--- config.mk ---
export PLATFORM = sky130hd
export DESIGN_NAME = mem_readout_sched
export DESIGN_NICKNAME = d
export VERILOG_FILES = /design/src/rtl/mem_readout_sched.sv
export SDC_FILE = /design/constraint.sdc
export NUM_CORES = 1
export LEC_CHECK = 0
export ABC_CLOCK_PERIOD_IN_PS = 11400
export BUFFER_PORTS_ARGS = -buffer_cell sky130_fd_sc_hd__buf_2
export CAP_MARGIN = 40
export CORE_MARGIN = 2
export CORE_UTILIZATION = 60
export DETAILED_ROUTE_END_ITERATION = 12
export PLACE_DENSITY = 0.84
export SYNTH_ARGS = -nofsm -noshare
export SYNTH_HDL_FRONTEND = slang
export SYNTH_SLANG_ARGS = --single-unit
--- constraint.sdc ---
create_clock -name clk -period 11.4 [get_ports clk]
set_input_delay 1.14 -clock clk [delete_from_list [all_inputs] [get_ports clk]]
set_output_delay 1.14 -clock clk [all_outputs]
set_load 0.03 [all_outputs]
--- src/rtl/mem_readout_sched.sv ---
// Per-BX readout scheduler: emits a header slot, then one read per stored entry of every
// enabled port in ascending order, with the mux select delayed to match memory latency.
module mem_readout_sched #(
    parameter int          NPORTS      = 20,
    parameter logic [19:0] PORT_MASK   = 20'hFFFFF,
    parameter int          MEM_LATENCY = 2,
    parameter int          MAX_SLOTS   = 100
) (
    input  logic                  clk,
    input  logic                  reset,
    input  logic                  start,
    input  logic [2:0]            BX_in,
    input  logic [6*NPORTS-1:0]   nent,
    output logic [5:0]            read_add,
    output logic [NPORTS-1:0]     read_en,
    output logic [4:0]            sel,
    output logic [2:0]            BX,
    output logic                  busy,
    output logic                  done
);

    typedef enum logic [1:0] {
        IDLE   = 2'd0,
        HEADER = 2'd1,
        SCAN   = 2'd2
    } state_t;

    localparam logic [NPORTS-1:0] MASK    = PORT_MASK[NPORTS-1:0];
    localparam logic [7:0]        MAX_CNT = 8'(MAX_SLOTS);
    localparam logic [4:0]        HDR_CODE = 5'b11111;

    state_t                state_q, state_d;
    logic [NPORTS-1:0]     pending_q, pending_d;
    logic [6*NPORTS-1:0]   nent_q, nent_d;
    logic [5:0]            idx_q, idx_d;
    logic [7:0]            cnt_q, cnt_d;
    logic [2:0]            bx_q, bx_d;
    logic                  done_q, done_d;
    logic [4:0]            sel_pipe_q [MEM_LATENCY];
    logic [4:0]            sel_pipe_d [MEM_LATENCY];
    logic [2:0]            bx_pipe_q  [MEM_LATENCY];
    logic [2:0]            bx_pipe_d  [MEM_LATENCY];

    logic [4:0]            cur_port;
    logic [5:0]            cur_n;
    logic [NPORTS-1:0]     cur_oh;
    logic [4:0]            slot_code;
    logic [7:0]            cnt_inc;

    // Priority encoder: lowest pending port wins, so empty/masked ports cost no cycles.
    always_comb begin
        cur_port = 5'd0;
        cur_n    = 6'd0;
        cur_oh   = '0;
        for (int i = NPORTS - 1; i >= 0; i--) begin
            if (pending_q[i]) begin
                cur_port  = 5'(i);
                cur_n     = nent_q[i*6 +: 6];
                cur_oh    = '0;
                cur_oh[i] = 1'b1;
            end
        end
    end

    always_comb begin
        state_d   = state_q;
        pending_d = pending_q;
        nent_d    = nent_q;
        idx_d     = idx_q;
        cnt_d     = cnt_q;
        bx_d      = bx_q;
        done_d    = 1'b0;
        slot_code = 5'd0;
        read_add  = 6'd0;
        read_en   = '0;
        cnt_inc   = cnt_q + 8'd1;

        case (state_q)
            HEADER: begin
                slot_code = HDR_CODE;
                cnt_d     = cnt_inc;
                if (pending_q == '0 || cnt_inc == MAX_CNT) begin
                    state_d = IDLE;
                    done_d  = 1'b1;
                end else begin
                    state_d = SCAN;
                end
            end
            SCAN: begin
                slot_code = cur_port + 5'd1;
                read_add  = idx_q;
                read_en   = cur_oh;
                cnt_d     = cnt_inc;
                if (idx_q == cur_n - 6'd1) begin
                    pending_d = pending_q & ~cur_oh;
                    idx_d     = 6'd0;
                end else begin
                    idx_d = idx_q + 6'd1;
                end
                if (pending_d == '0 || cnt_inc == MAX_CNT) begin
                    state_d = IDLE;
                    done_d  = 1'b1;
                end
            end
            default: ;
        endcase

        // A new BX pre-empts whatever is in flight, including the final slot's done.
        if (start) begin
            nent_d = nent;
            bx_d   = BX_in;
            for (int i = 0; i < NPORTS; i++) begin
                pending_d[i] = MASK[i] & (nent[i*6 +: 6] != 6'd0);
            end
            cnt_d   = 8'd0;
            idx_d   = 6'd0;
            state_d = HEADER;
            done_d  = 1'b0;
        end
    end

    always_comb begin
        sel_pipe_d[0] = slot_code;
        bx_pipe_d[0]  = bx_q;
        for (int k = 1; k < MEM_LATENCY; k++) begin
            sel_pipe_d[k] = sel_pipe_q[k-1];
            bx_pipe_d[k]  = bx_pipe_q[k-1];
        end
    end

    always_ff @(posedge clk or posedge reset) begin
        if (reset) begin
            state_q   <= IDLE;
            pending_q <= '0;
            nent_q    <= '0;
            idx_q     <= 6'd0;
            cnt_q     <= 8'd0;
            bx_q      <= 3'd0;
            done_q    <= 1'b0;
            for (int k = 0; k < MEM_LATENCY; k++) begin
                sel_pipe_q[k] <= 5'd0;
                bx_pipe_q[k]  <= 3'd0;
            end
        end else begin
            state_q   <= state_d;
            pending_q <= pending_d;
            nent_q    <= nent_d;
            idx_q     <= idx_d;
            cnt_q     <= cnt_d;
            bx_q      <= bx_d;
            done_q    <= done_d;
            for (int k = 0; k < MEM_LATENCY; k++) begin
                sel_pipe_q[k] <= sel_pipe_d[k];
                bx_pipe_q[k]  <= bx_pipe_d[k];
            end
        end
    end

    assign sel  = sel_pipe_q[MEM_LATENCY-1];
    assign BX   = bx_pipe_q[MEM_LATENCY-1];
    assign busy = (state_q != IDLE);
    assign done = done_q;

endmodule

# After elaboration in Yosys (flattened, before gate mapping)
# Cells that the tools add are included.
# word_totals
regBits,176
inputBits,126
output_inout_bits,36
word_cells,132
# classes
add_sub_neg,4
eq_ne,5
muxes,80
bitwise_logic,2
n_reduce_logical,30
# op_table
op,count
20-bit two-way mux,25
6-bit two-way mux,24
6-bit nonzero test,20
5-bit two-way mux,20
20-bit logical NOT,2
20-bit AND,1
20-bit inverter,1
8-bit two-way mux,2
5-bit one-hot mux with 2 select lines,1
"8-bit by 1-bit adder with 8-bit output, second input constant",1
"8-bit by 7-bit == test with 1-bit output, second input constant",1
"6-bit by 1-bit adder with 6-bit output, second input constant",1
6-bit == test,1
2-bit two-way mux,3
2-bit nonzero test,3
"6-bit by 1-bit subtractor with 6-bit output, second input constant",1
"5-bit by 1-bit adder with 5-bit output, second input constant",1
2-bit one-hot mux with 2 select lines,1
1-bit two-way mux,3
"3-bit != test, second input constant",1
3-bit nonzero test,1
"2-bit by 1-bit == test with 1-bit output, second input constant",1
"2-bit == test, second input constant",1
1-bit logical OR,2
3 further kinds,3

# Depth between registers and ports, before layout
# depth
word_depth,29
mapped_depth,18
mapped_depth_nobuf,16

# Least setup slack after synthesis
# Ideal clock, no wire load.
# synth_path
path_kind,reg2reg
from,register pending_q[13]
to,register state_q[0]
setup_time_ns,0.120
arrival_ns,3.602
t_required_ns,11.280
slack_ns,7.677
stages_incl_launch_ff,19
n_path_buf,3
path_cell_list,dfrtp_1 buf_4 or2_1 buf_2 a221oi_1 o22ai_1 o211a_1 nor2_1 ha_1 xor2_1 xnor2_1 o2111ai_1 a211oi_2 nor2_2 buf_6 o31ai_1 nor2_1 or3_4 a41o_1
# synth_between
elab_chain_len,22
word_cells_on_any_way,38
# synth_rtl
element,line,text
from (decl),33,"logic [NPORTS-1:0] pending_q, pending_d;"
from (signal assigned),146,pending_q <= pending_d;
6-bit two-way mux / 20-bit two-way mux (equally long branches) (14 in a row),56,if (pending_q[i]) begin
6-bit by 1-bit subtractor with 6-bit output / 20-bit inverter (equally long branches),"94, 95",
6-bit == test / 20-bit AND (equally long branches),"94, 95",
20-bit two-way mux (*),94,if (idx_q == cur_n - 6'd1) begin
20-bit two-way mux (*),78,case (state_q)
20-bit logical NOT (*),100,if (pending_d == '0 || cnt_inc == MAX_CNT) begin
1-bit logical OR (*),100,
3-bit != test (no source line) (*),-,
2-bit AND reduction (no source line) (*),-,
to (signal assigned),145,state_q <= state_d;
to (decl),32,"state_t state_q, state_d;"
# Every way passes the cells marked *; elsewhere a longest branch is shown, timed or not. The select of a mux whose other input is x is not followed.
# A chain may end at the register's enable or synchronous reset.

# Worst setup path in the final report
# layout_path
from,register pending_q[16]
to,register state_q[0]
# layout_between
elab_chain_len,25
word_cells_on_any_way,44
# layout_rtl
element,line
6-bit two-way mux / 20-bit two-way mux (equally long branches) (17 in a row),56
6-bit by 1-bit subtractor with 6-bit output / 20-bit inverter (equally long branches),"94, 95"
6-bit == test / 20-bit AND (equally long branches),"94, 95"
20-bit two-way mux (*),94
20-bit two-way mux (*),78
20-bit logical NOT (*),100
1-bit logical OR (*),100
3-bit != test (no source line) (*),-
2-bit AND reduction (no source line) (*),-
# Marked as above.

==> metrics.log <==
[metrics] core box area: 0.01503 mm2
[metrics] final count of pins violating max slew: 0
[metrics] antenna-violating nets left: 0
[metrics] router iterations before antenna repair: 5
[metrics] critical path data arrival time: ~4800 ps
[metrics] number of endpoints failing setup at the final stage: 0
[metrics] global routing usage summed across all routing layers: a little over 30%
[metrics] Total Die Area: ~0.016 mm2
[metrics] horizontal die dimension: about 130 um
[metrics] number of buffers created by CTS: 17
[metrics] unrepaired setup endpoints after global routing: false
[metrics] Post-CTS Setup Inserts: 0
[metrics] number of nets in the finished design: 1116
[metrics] die outline height: between 100 and 150 um
[metrics] clock tree from TritonCTS: done
[metrics] non-filler cells in the finished layout: between 1000 and 1500
[metrics] CTS clock-pin slew for the worst setup and hold paths: about 70 ps
[metrics] number of antenna violations at the first check in global routing: 0
[metrics] Placed Area: between 0.009 and 0.01 mm2
[metrics] first-pass GRT wire length: 38000 um
[metrics] final sum of negative setup slack: 0 ps
[metrics] via count of the first global-routing pass: just over 7000
[metrics] clock sink count: 176
[metrics] number of synthesized flops with an enable pin: 0
[metrics] largest driver fanout on the critical path: 16
[metrics] vias per cell: between 6 and 7
[metrics] Worst Setup End Kind: flip-flop
[metrics] worst-case headroom to the max-slew limit: a little under half
[metrics] Worst EP required: roughly 12000 ps
[metrics] predominant post-synthesis flop cell: dfrtp_1
[metrics] Initial DRC Count: roughly 860
[metrics] area growth from synthesis to layout: 16.08%
[metrics] synthesis-stage register bit count: ~180
[metrics] Static Leak: 0.004598 uW
[metrics] Worst-Skew Late Latency: around 440 ps
[metrics] asr flop ratio synth: between 90% and 100%
[metrics] Filler cells: about 1100
[metrics] sequential area share after synthesis: 48.42%
[metrics] pin slew with the least headroom to its limit: 795.8 ps
[metrics] timing-limited maximum frequency: ~220 MHz
[metrics] clk root buf: clkbuf_16
[metrics] Placed Cells incl. Taps: ~1200
[metrics] Peak supply drop: about 0.12 mV
[metrics] synthesized area: 0.009096 mm2
[metrics] max cap viols: 0
[metrics] CP startpoint kind: flip-flop
[metrics] worst hold-check path type: reg -> reg
[metrics] # resized after CTS: 0
[metrics] leading cell types in the layout, fill and taps excluded: dfrtp_1 (176), buf_2 (160), mux2_2 (117), nor2_1 (56), o21ai_0 (54)
[metrics] worst reg-to-reg setup slack: 6890 ps
[metrics] result of the run: finished clean
[metrics] HPWL after DPL: around 18000 um
[metrics] Mapped Nets: 981
[metrics] via count: between 7000 and 8000
[metrics] count of H-tree levels built during CTS: 4
[metrics] syn_area_per_cell: between 10 and 15 um2
[metrics] Final Hold Vio Count: 0
[metrics] detailed-route wire length: roughly 24000 um
[metrics] number of standard cells after synthesis: about 850
[metrics] fraction of layout cells with a size suffix above 1: between 30% and 40%
[metrics] ratio of final minimum period to clock period: 39.55%
[metrics] number of input and output port buffers inserted: about 160
[metrics] Final Wtd Congestion: around 0.96
[metrics] final worst clock skew: 10.56 ps
[metrics] row cnt: between 40 and 50
[metrics] power per unit of standard cell area: ~160 mW/mm2
[metrics] number of top-level pins: ~160
[metrics] count of inserted antenna diode cells: 0
[metrics] sum of internal, switching and leakage power: around 1600 uW
[metrics] initial core utilization: approximately 61%
[metrics] Tmin final: ~4500 ps
[metrics] mean routed wirelength per cell: about 20 um
[metrics] warning count from the yosys run: 0
[metrics] grt ovf: 0
[metrics] final cell area excluding filler cells: roughly 0.011 mm2
[metrics] number of remaining DRC errors: 0
[metrics] largest net degree at the start of global routing: 85
[metrics] Crit Path Class: reg -> reg
[metrics] final core utilization: 70.24%
[metrics] most frequent standard cell in the layout excluding fill and tap cells: dfrtp_1
[metrics] CTS hold repair buffers: 0
[metrics] distinct cell type count after synthesis: 79
[metrics] number of buffers between clock root and the deepest sink: 2
## metal layers
metal  share of wire [%]  vias to the layer above  global-route usage (%)
met3                 7.3                       52                   6.951
met5                   0                        -                       0
li1                    -                     3431                       -
met4                 2.4                        0                   9.696
met2                  47                      350                   48.17
met1                  43                     3697                   42.52
## critical path, stage by stage, from the launching register on
cell and delay (ps):
dfrtp_1 540, nor2_1 550, o211ai_1 220, a311oi_1 320
o2111ai_1 260, nand2_1 140, ha_1 190, xor2_1 180
xnor2_1 160, o2111ai_1 160, a211oi_2 380, nor2_2 210
o32ai_1 310, o2111ai_1 180, or3_4 390, a41o_1 220
## registers in the layout, summed over array words and instances, names as in the netlist, 3 cells and up
register,flops
idx_q,6
sel_pipe_d,5
bx_pipe_d,3
BX,3
pending_q,20
bx_q,3
sel,5
cnt_q,8
nent_q,120
## stage by stage
stage / hold WS [ps] / setup WS [ps]
after floorplan: 331.2 / 5486
after global placement: 334.7 / 7099
after detailed placement: 335.7 / 6955
after CTS: 351.2 / 6935
after global routing: 356.6 / 6447
final: 350.4 / 6891
## kinds of logic (layout without fill, tap and decap cells)
family | after synthesis | after routing | synth area share, %
AND/OR/NAND/NOR | 240 | 240 | 14.33
AO/OA/AOI/OAI | 211 | 211 | 16.42
flip-flops | 176 | 176 | 48.42
multiplexers | 119 | 119 | 14.70
buffers and inverters | 82 | 230 | 3.906
XOR/XNOR | 13 | 13 | 1.252
adder cells (fa/ha/maj) | 7 | 7 | 0.9628
## cells in the mapped netlist, types with 13 or more instances
cell type	instances	area, um2
a21oi_1	24	120.1
nor2b_1	13	81.33
dfrtp_1	176	4404
o22ai_1	16	100.1
inv_1	31	116.4
o21ai_0	54	270.3
nor2_1	56	210.2
nand2_1	51	191.4
o31ai_1	25	187.7
a221oi_1	14	122.6
clkbuf_1	34	127.6
nor3_1	17	85.08
or4_1	22	165.2
mux2_2	117	1318
## final timing paths
path                            cells after the start    endpoint          start
worst min register to register                      0      sel[2]  sel_pipe_d[2]
worst max-delay path                               15  state_q[0]  pending_q[16]
worst min-delay path                                0      sel[2]  sel_pipe_d[2]
min in group asynchronous                           2       BX[2]          reset
max in group asynchronous                           3  nent_q[32]          reset
worst max register to register                     15  state_q[0]  pending_q[16]
## power by group
| part | leakage [uW] | switching, uW | internal (uW) |
|---|---|---|---|
| Sequential | 0.00209 | 63.5 | 697 |
| Clock | 0.000281 | 240 | 341 |
| Combinational | 0.00223 | 176 | 128 |
## area by class of cell
| type | instances | area (um2) | area share [%] |
|---|---|---|---|
| sequential | 176 | 4404 | 41.71 |
| clock inverter | 8 | 102.6 | 0.9717 |
| tap | 188 | 235.2 | 2.228 |
| inverter | 31 | 121.4 | 1.149 |
| timing repair buffer | 167 | 877.1 | 8.307 |
| multi-input combinational | 590 | 4337 | 41.07 |
| clock buffer | 24 | 481.7 | 4.562 |
No activity file was read; power rests on OpenSTA's default activity.
